## src/rtl/stump_control_fsm.sv

```systemverilog
// Stump fetch/execute/memory sequencer.
// Decodes ir and drives the datapath register and memory enables.
module stump_control_fsm #(
  parameter logic [2:0] PC_REG = 3'd7
) (
  input  logic        CLK,
  input  logic        RST,
  input  logic [15:0] ir,
  input  logic [3:0]  cc,
  input  logic        mem_rdy,
  output logic        fetch,
  output logic        execute,
  output logic        memory,
  output logic        ir_en,
  output logic        reg_write,
  output logic [2:0]  reg_dest,
  output logic        cc_en,
  output logic        mem_ren,
  output logic        mem_wen,
  output logic        addr_sel,
  output logic        branch_taken
);

  typedef enum logic [1:0] {
    S_FETCH = 2'b00,
    S_EXEC  = 2'b01,
    S_MEM   = 2'b10,
    S_BAD   = 2'b11
  } state_t;

  state_t r_state;
  state_t w_next;

  logic [2:0] w_op;
  logic       w_is_alu;
  logic       w_is_ldst;
  logic       w_is_bcc;
  logic       w_store;
  logic       w_s_bit;
  logic [2:0] w_dest;
  logic [3:0] w_cond;
  logic       w_cond_true;
  logic       w_n;
  logic       w_z;
  logic       w_v;
  logic       w_c;

  assign w_op      = ir[15:13];
  assign w_s_bit   = ir[11];
  assign w_store   = ir[11];
  assign w_dest    = ir[10:8];
  assign w_cond    = ir[11:8];
  assign w_is_alu  = (w_op <= 3'd5);
  assign w_is_ldst = (w_op == 3'd6);
  assign w_is_bcc  = (w_op == 3'd7);

  assign w_n = cc[3];
  assign w_z = cc[2];
  assign w_v = cc[1];
  assign w_c = cc[0];

  // branch condition evaluated against the NZVC flags
  always_comb begin
    w_cond_true = 1'b0;
    unique case (w_cond)
      4'h0: w_cond_true = 1'b1;
      4'h1: w_cond_true = 1'b0;
      4'h2: w_cond_true = ~w_c & ~w_z;
      4'h3: w_cond_true = w_c | w_z;
      4'h4: w_cond_true = ~w_c;
      4'h5: w_cond_true = w_c;
      4'h6: w_cond_true = ~w_z;
      4'h7: w_cond_true = w_z;
      4'h8: w_cond_true = ~w_v;
      4'h9: w_cond_true = w_v;
      4'hA: w_cond_true = ~w_n;
      4'hB: w_cond_true = w_n;
      4'hC: w_cond_true = (w_n == w_v);
      4'hD: w_cond_true = (w_n != w_v);
      4'hE: w_cond_true = ~w_z & (w_n == w_v);
      4'hF: w_cond_true = w_z | (w_n != w_v);
      default: w_cond_true = 1'b0;
    endcase
  end

  // state register, synchronous reset to FETCH
  always_ff @(posedge CLK) begin
    if (RST) begin
      r_state <= S_FETCH;
    end else begin
      r_state <= w_next;
    end
  end

  assign fetch   = (r_state == S_FETCH);
  assign execute = (r_state == S_EXEC);
  assign memory  = (r_state == S_MEM);

  // next state and datapath enables; reset masks every enable
  always_comb begin
    w_next       = S_FETCH;
    ir_en        = 1'b0;
    reg_write    = 1'b0;
    reg_dest     = 3'd0;
    cc_en        = 1'b0;
    mem_ren      = 1'b0;
    mem_wen      = 1'b0;
    addr_sel     = 1'b0;
    branch_taken = 1'b0;
    unique case (r_state)
      S_FETCH: begin
        mem_ren = 1'b1;
        if (mem_rdy) begin
          ir_en     = 1'b1;
          reg_write = 1'b1;
          reg_dest  = PC_REG;
          w_next    = S_EXEC;
        end else begin
          w_next = S_FETCH;
        end
      end
      S_EXEC: begin
        unique case (1'b1)
          w_is_alu: begin
            reg_write = 1'b1;
            reg_dest  = w_dest;
            cc_en     = w_s_bit;
            w_next    = S_FETCH;
          end
          w_is_ldst: begin
            w_next = S_MEM;
          end
          w_is_bcc: begin
            branch_taken = w_cond_true;
            reg_write    = w_cond_true;
            reg_dest     = w_cond_true ? PC_REG : 3'd0;
            w_next       = S_FETCH;
          end
          default: w_next = S_FETCH;
        endcase
      end
      S_MEM: begin
        addr_sel = 1'b1;
        if (w_store) begin
          mem_wen = 1'b1;
        end else begin
          mem_ren = 1'b1;
          if (mem_rdy) begin
            reg_write = 1'b1;
            reg_dest  = w_dest;
          end
        end
        w_next = mem_rdy ? S_FETCH : S_MEM;
      end
      default: w_next = S_FETCH;
    endcase
    if (RST) begin
      w_next       = S_FETCH;
      ir_en        = 1'b0;
      reg_write    = 1'b0;
      reg_dest     = 3'd0;
      cc_en        = 1'b0;
      mem_ren      = 1'b0;
      mem_wen      = 1'b0;
      addr_sel     = 1'b0;
      branch_taken = 1'b0;
    end
  end

endmodule

```

## config.mk

```make
export PLATFORM = sky130hd
export DESIGN_NAME = stump_control_fsm
export DESIGN_NICKNAME = d
export VERILOG_FILES = /design/src/rtl/stump_control_fsm.sv
export SDC_FILE = /design/constraint.sdc
export NUM_CORES = 1
export LEC_CHECK = 0
export CORE_MARGIN = 4
export CORE_UTILIZATION = 36
export DETAILED_ROUTE_END_ITERATION = 16
export PLACE_DENSITY_LB_ADDON = 0.1
export SETUP_SLACK_MARGIN = 0.05
export SKIP_CTS_REPAIR_TIMING = 1
export SLEW_MARGIN = 0
export SYNTH_ARGS = -nofsm -noshare
export SYNTH_HDL_FRONTEND = slang
export SYNTH_SLANG_ARGS = --single-unit
```

## constraint.sdc

```tcl
create_clock -name CLK -period 3.1 [get_ports CLK]
set_clock_uncertainty 0.2 [all_clocks]
set_input_delay 0.31 -clock CLK [delete_from_list [all_inputs] [get_ports CLK]]
set_output_delay 0.31 -clock CLK [all_outputs]
set_load 0.02 [all_outputs]
```

# Word-level counts from Yosys, hierarchy flattened
# Index checks and enable logic that the tools add are counted.
word_totals:
  reg_bits: 2
  in_bits: 23
  output_inout_bits: 13
  wordCells: 66
op_classes:
  magnitude_cmp: 1
  eq_ne: 21
  muxes: 33
  bitwise: 8
  reduce_logical: 2
op_table:
  columns: ["op", "count"]
  rows:
  - ["== test 4 bit, second input constant", 8]
  - ["2-to-1 mux 1 bit", 19]
  - ["== test 4 x 3 -> 1 bit, second input constant", 4]
  - ["case mux 1 bit (16 select lines)", 1]
  - ["2-to-1 mux 3 bit", 5]
  - ["case mux 3 bit (3 select lines)", 1]
  - ["== test 4 x 2 -> 1 bit, second input constant", 2]
  - ["== test 3 bit, second input constant", 2]
  - ["case mux 2 bit (3 select lines)", 1]
  - ["case mux 3 bit (2 select lines)", 1]
  - ["== test 4 x 1 -> 1 bit, second input constant", 1]
  - ["logical NOT 4 bit", 1]
  - ["2-to-1 mux 2 bit", 2]
  - ["inverter 1 bit", 4]
  - ["case mux 1 bit (2 select lines)", 2]
  - ["less-or-equal comparator 3 bit, second input constant", 1]
  - ["case mux 1 bit (3 select lines)", 1]
  - ["bitwise AND 1 bit", 2]
  - ["== test 2 x 1 -> 1 bit, second input constant", 1]
  - ["== test 2 bit, second input constant", 1]
  - ["logical NOT 2 bit", 1]
  - ["OR 1 bit", 2]
  - ["== test 1 bit", 1]
  - ["!= test 1 bit", 1]

# Longest topological paths before layout
logic_depth:
  depth_word: 7
  ltp_mapped: 6
  depth_no_buf: 5

# Worst setup path before layout
# Ideal clock, no wire load.
synth_path:
  kind: "input -> output"
  startpoint: "input cc[1]"
  endpoint: "output reg_dest[0]"
  t_arrival_ps: 1891
  required_time_ps: 2590
  path_slack_ps: 699
  stages: 5
  path_buffers: 0
  path_cell_list: "xor2_1 -> or4b_4 -> a31oi_4 -> a2111oi_4 -> a311oi_1"
synth_via:
  elab_chain_cells: 7
  elab_cells_between_ends: 10
  classes_between: "2 x eq/ne; 5 x mux; 3 x bitwise"
synth_lines:
  columns: ["item", "line_no", "rtl"]
  rows:
  - ["start, declared", "9", "input logic [3:0] cc,"]
  - ["!= test 1 bit or == test 1 bit (tied branches)", null, null]
  - ["OR 1 bit or bitwise AND 1 bit (tied branches)", "81, 80", null]
  - ["case mux 1 bit (16 select lines) (*)", "65", "unique case (w_cond)"]
  - ["2-to-1 mux 3 bit (*)", "136", "reg_dest = w_cond_true ? PC_REG : 3'd0;"]
  - ["case mux 3 bit (2 select lines) (*)", "123", "unique case (1'b1)"]
  - ["case mux 3 bit (3 select lines) (*)", "110", "unique case (r_state)"]
  - ["2-to-1 mux 3 bit (*)", "157", "if (RST) begin"]
  - ["end, declared", "16", "output logic [2:0] reg_dest,"]
# Every way passes the cells marked *; elsewhere a longest branch is shown, timed or not.

# Worst setup path in the final report
layout_path:
  startpoint: "input ir[9]"
  endpoint: "output reg_dest[2]"
layout_via:
  elab_chain_cells: 6
  elab_cells_between_ends: 21
  classes_between: "15 x eq/ne; 5 x mux; 1 x reduce/logical"
layout_lines:
  columns: ["item", "line_no", "rtl"]
  rows:
  - ["start, declared", "8", "input logic [15:0] ir,"]
  - ["== test 4 bit, or another cell as far along", "65", null]
  - ["case mux 1 bit (16 select lines) (*)", "65", null]
  - ["2-to-1 mux 3 bit (*)", "136", null]
  - ["case mux 3 bit (2 select lines) (*)", "123", null]
  - ["case mux 3 bit (3 select lines) (*)", "110", null]
  - ["2-to-1 mux 3 bit (*)", "157", null]
# Marked as above.

==> impl.org <==
** Detailed routing
- In this run the remaining antenna-violating nets after routing total 0.
- The final route contains 638 vias.
- DRC violation count after routing :: 0
- Routed Wire Length :: 1303 um
- Average wire per standard cell :: 10.68 um
- The first detailed-routing pass ran for 4 iterations.
- Iteration-0 DRC Markers :: 4
- Using the TritonRoute via totals, the vias-per-cell ratio works out to 5.230.

** Finish
- Of the cells placed in the final design, the portion with a size suffix greater than 1 is 14.02%.
- After routing the design area is 844.6 um2.
- Area added between synthesis and finish :: 67.49%
- After the last flow step, the layout net total stands at 132.
- Commonest non-fill, non-tap cell in the layout :: sky130_fd_sc_hd__clkdlybuf4s50_1
- In the final layout, the registers with the most flip-flops are r_state: 2 flops.
- The repair_antennas step left the layout with diodes totalling 0.
- Most used cells in the layout excluding fill and tap cells :: 21 x sky130_fd_sc_hd__clkdlybuf4s50_1, 11 x sky130_fd_sc_hd__nor2_1, 10 x sky130_fd_sc_hd__a21oi_1
- Final core utilization :: 64.10%
- Register containing the most flip-flops in the final layout :: r_state
- Flip-flop count of the largest register after layout :: 2

** Floorplanning
- Area of the core :: 0.001318 mm2
- For this configuration, the core starts out at a cell density of 38.27%.
- From left edge to right edge, the die measures 45.43 um.
- Measured along the y axis, the die boundary spans 45.43 um.
- Total I/O pin count :: 36
- Site row count :: 13
- Die Footprint :: 0.002063 mm2

** Pwr
- IR drop worst, VDD :: 96.82 uV
- Part of the power in the clock network :: 28.2%
- Of the total power, the share spent switching nets is 35.31%.
- The share of total power dissipated in combinational logic is 57.1%.
- Reg power frac :: 14.7%
- Switching pwr :: 68.98 uW
- The internal power of the cells totals 126.4 uW.
- Summed over all cells, the static leakage comes to 0.0004007 uW.
- Overall power consumption :: 195.3 uW
- In this run the power density over the cells is 231.3 mW/mm2.

** Yosys
- Number of enable-type register cells in the synthesized netlist :: 0
- Synth Instances :: 77
- Synthesized net count :: 100
- Async set-or-reset flop fraction in the synthesized netlist :: 0%
- Synthesized cell area :: 504.2 um2
- Yosys printed 0 warnings.
- Synthesis inferred 2 register bits.
- Portion of the post-synthesis area used by sequential elements :: 7.940%
- The netlist uses 31 different library cells.
- Average instance area after synthesis :: 6.548 um2
- For this run, the leading register cell type out of synthesis is sky130_fd_sc_hd__dfxtp_1.

** STA
- Worst Tran Pin Value :: 0.4357 ns
- Highest clock frequency the design can meet :: 360.0 MHz
- Summed over all failing endpoints, the final setup total negative slack is 0 ns.
- Setup repair after global routing missed its margin :: no
- The final-report hold violation count is 0.
- Subtracting the final worst setup slack from the clock period gives 2.777 ns.
- Hold timing on the final database bottoms out at a slack of 0.4354 ns.
- The final critical path takes up 89.60% of the cycle.
- Final setup violation count :: 0
- Max-slew violation total from the final report :: 0
- The worst pin sits at a relative slew slack of 70.95%.

** Min path
- The worst hold path belongs to the class flop to flop.
- Min-delay src :: r_state[1]

** Worst setup path
- The worst setup path is launched from an input pin.
- Max FO, Critical Path :: 6
- Arrival time worst endpoint :: 2.27 ns
- The most critical setup path has its startpoint at ir[9].
- Data on the critical path is required at its endpoint by 2.59 ns.
- Element type at the critical path end :: output pin
- Origin of the critical flop-to-flop path :: r_state[0]
- The worst setup path is of the input pin to output pin kind.

** GRT
- The via count of the first global-routing pass was 525.
- Antenna violations before repair :: 0
- After global routing the overflow that remains totals 0.
- Maximum number of pins on one net before global-route repair :: 12
- First-pass GRT wire length :: 2007 um
- Global Route Usage Sum :: 12.40%

** Clock tree
- # clock sinks :: 2
- Clock latency on the worst-skew pair, taken at its later pin, is 0.22 ns.
- Number of buffers added by the clock tree synthesis step :: 3
- CTS built an H-tree with a depth of 1.
- Clock tree from TritonCTS :: built
- Maximum clock insertion buffer count :: 2
- Clock Pin Slew Worst Setup and Hold Paths :: 0.03 ns
- The tree is rooted in a sky130_fd_sc_hd__clkbuf_4.

** Placement
- Weighted congestion at the end of routability-driven global placement :: 0.7465
- In this run the tool buffered the top-level ports with 26 buffer cells.
- Detailed placement finished with a half-perimeter wire length of 1039 um.
- After detailed placement, the total cell area comes to 809.5 um2.

** Status
- The run finished with clean final reports.

** Run
- Max Cap Violations :: 0
[metal layers]
layer | share of wire [%] | GRT usage [%] | up-vias
met5 | 0 | 0 | -
met4 | 0 | 2.924 | 0
met3 | 6.8 | 2.372 | 0
met2 | 43 | 18.94 | 18
met1 | 50 | 17.69 | 277
li1 | - | - | 343
[kinds of logic (layout without fill, tap and decap cells)]
family | Yosys count | count (layout) | share of synthesized area, %
AND/OR/NAND/NOR | 38 | 38 | 40.94
AO/OA/AOI/OAI | 25 | 25 | 38.22
buffers and inverters | 9 | 39 | 7.443
XOR/XNOR | 2 | 2 | 3.475
flip-flops | 2 | 2 | 7.941
multiplexers | 1 | 1 | 1.985
[synthesized netlist by cell type (2+ instances only)]
library cell / count / area, um2
sky130_fd_sc_hd__nor3_1: 3 / 15.01
sky130_fd_sc_hd__nand3_1: 2 / 10.01
sky130_fd_sc_hd__nand2_1: 8 / 30.03
sky130_fd_sc_hd__inv_1: 3 / 11.26
sky130_fd_sc_hd__a21oi_1: 10 / 50.05
sky130_fd_sc_hd__a311oi_1: 3 / 26.28
sky130_fd_sc_hd__and2_1: 2 / 12.51
sky130_fd_sc_hd__nor2_1: 11 / 41.29
sky130_fd_sc_hd__a211oi_1: 2 / 15.01
sky130_fd_sc_hd__nand2b_1: 4 / 25.02
sky130_fd_sc_hd__clkbuf_1: 3 / 11.26
sky130_fd_sc_hd__dfxtp_1: 2 / 40.04
sky130_fd_sc_hd__o21ai_0: 4 / 20.02
sky130_fd_sc_hd__buf_2: 3 / 15.01
[path summary, 6_finish.rpt]
kind	to	slack, ns	cells past startpoint
max reg2reg	r_state[0]	1.80	3
min reg2reg	r_state[1]	0.44	2
min	r_state[1]	0.44	2
max	reg_dest[2]	0.32	7
[power groups by stage]
stage	clock, uW	combinational, uW	sequential (uW)
2_1_floorplan	0	64.2	27.3
3_3_place_gp	0	111	29.1
3_5_place_dp	0	113	29.1
4_1_cts	57.5	113	28.8
5_1_grt	59.6	122	29.1
6_report	55.1	111	28.8
[per-stage QoR]
stage | setup slack, ns | instances
6_report | 0.3225 | 122
5_1_grt | 0.1744 | 122
4_1_cts | -0.07144 | 122
3_5_place_dp | -0.05974 | 119
3_3_place_gp | -0.04152 | 119
2_1_floorplan | 0.6994 | 77
[critical path, cell delays in order]
cell	delay, ns
sky130_fd_sc_hd__clkdlybuf4s50_1	0.59
sky130_fd_sc_hd__mux2i_1	0.25
sky130_fd_sc_hd__xnor2_1	0.14
sky130_fd_sc_hd__o32ai_1	0.14
sky130_fd_sc_hd__a2111oi_4	0.46
sky130_fd_sc_hd__a311oi_1	0.15
sky130_fd_sc_hd__dlymetal6s2s_1	0.23
[final cells by class]
class	instances	area, um2
timing repair buffer	33	325.3
clock buffer	3	22.52
sequential	2	40.04
tap	15	18.77
fill	122	473.0
inverter	3	11.26
multi-input combinational	66	426.7
No activity file was read; power rests on OpenSTA's default activity.
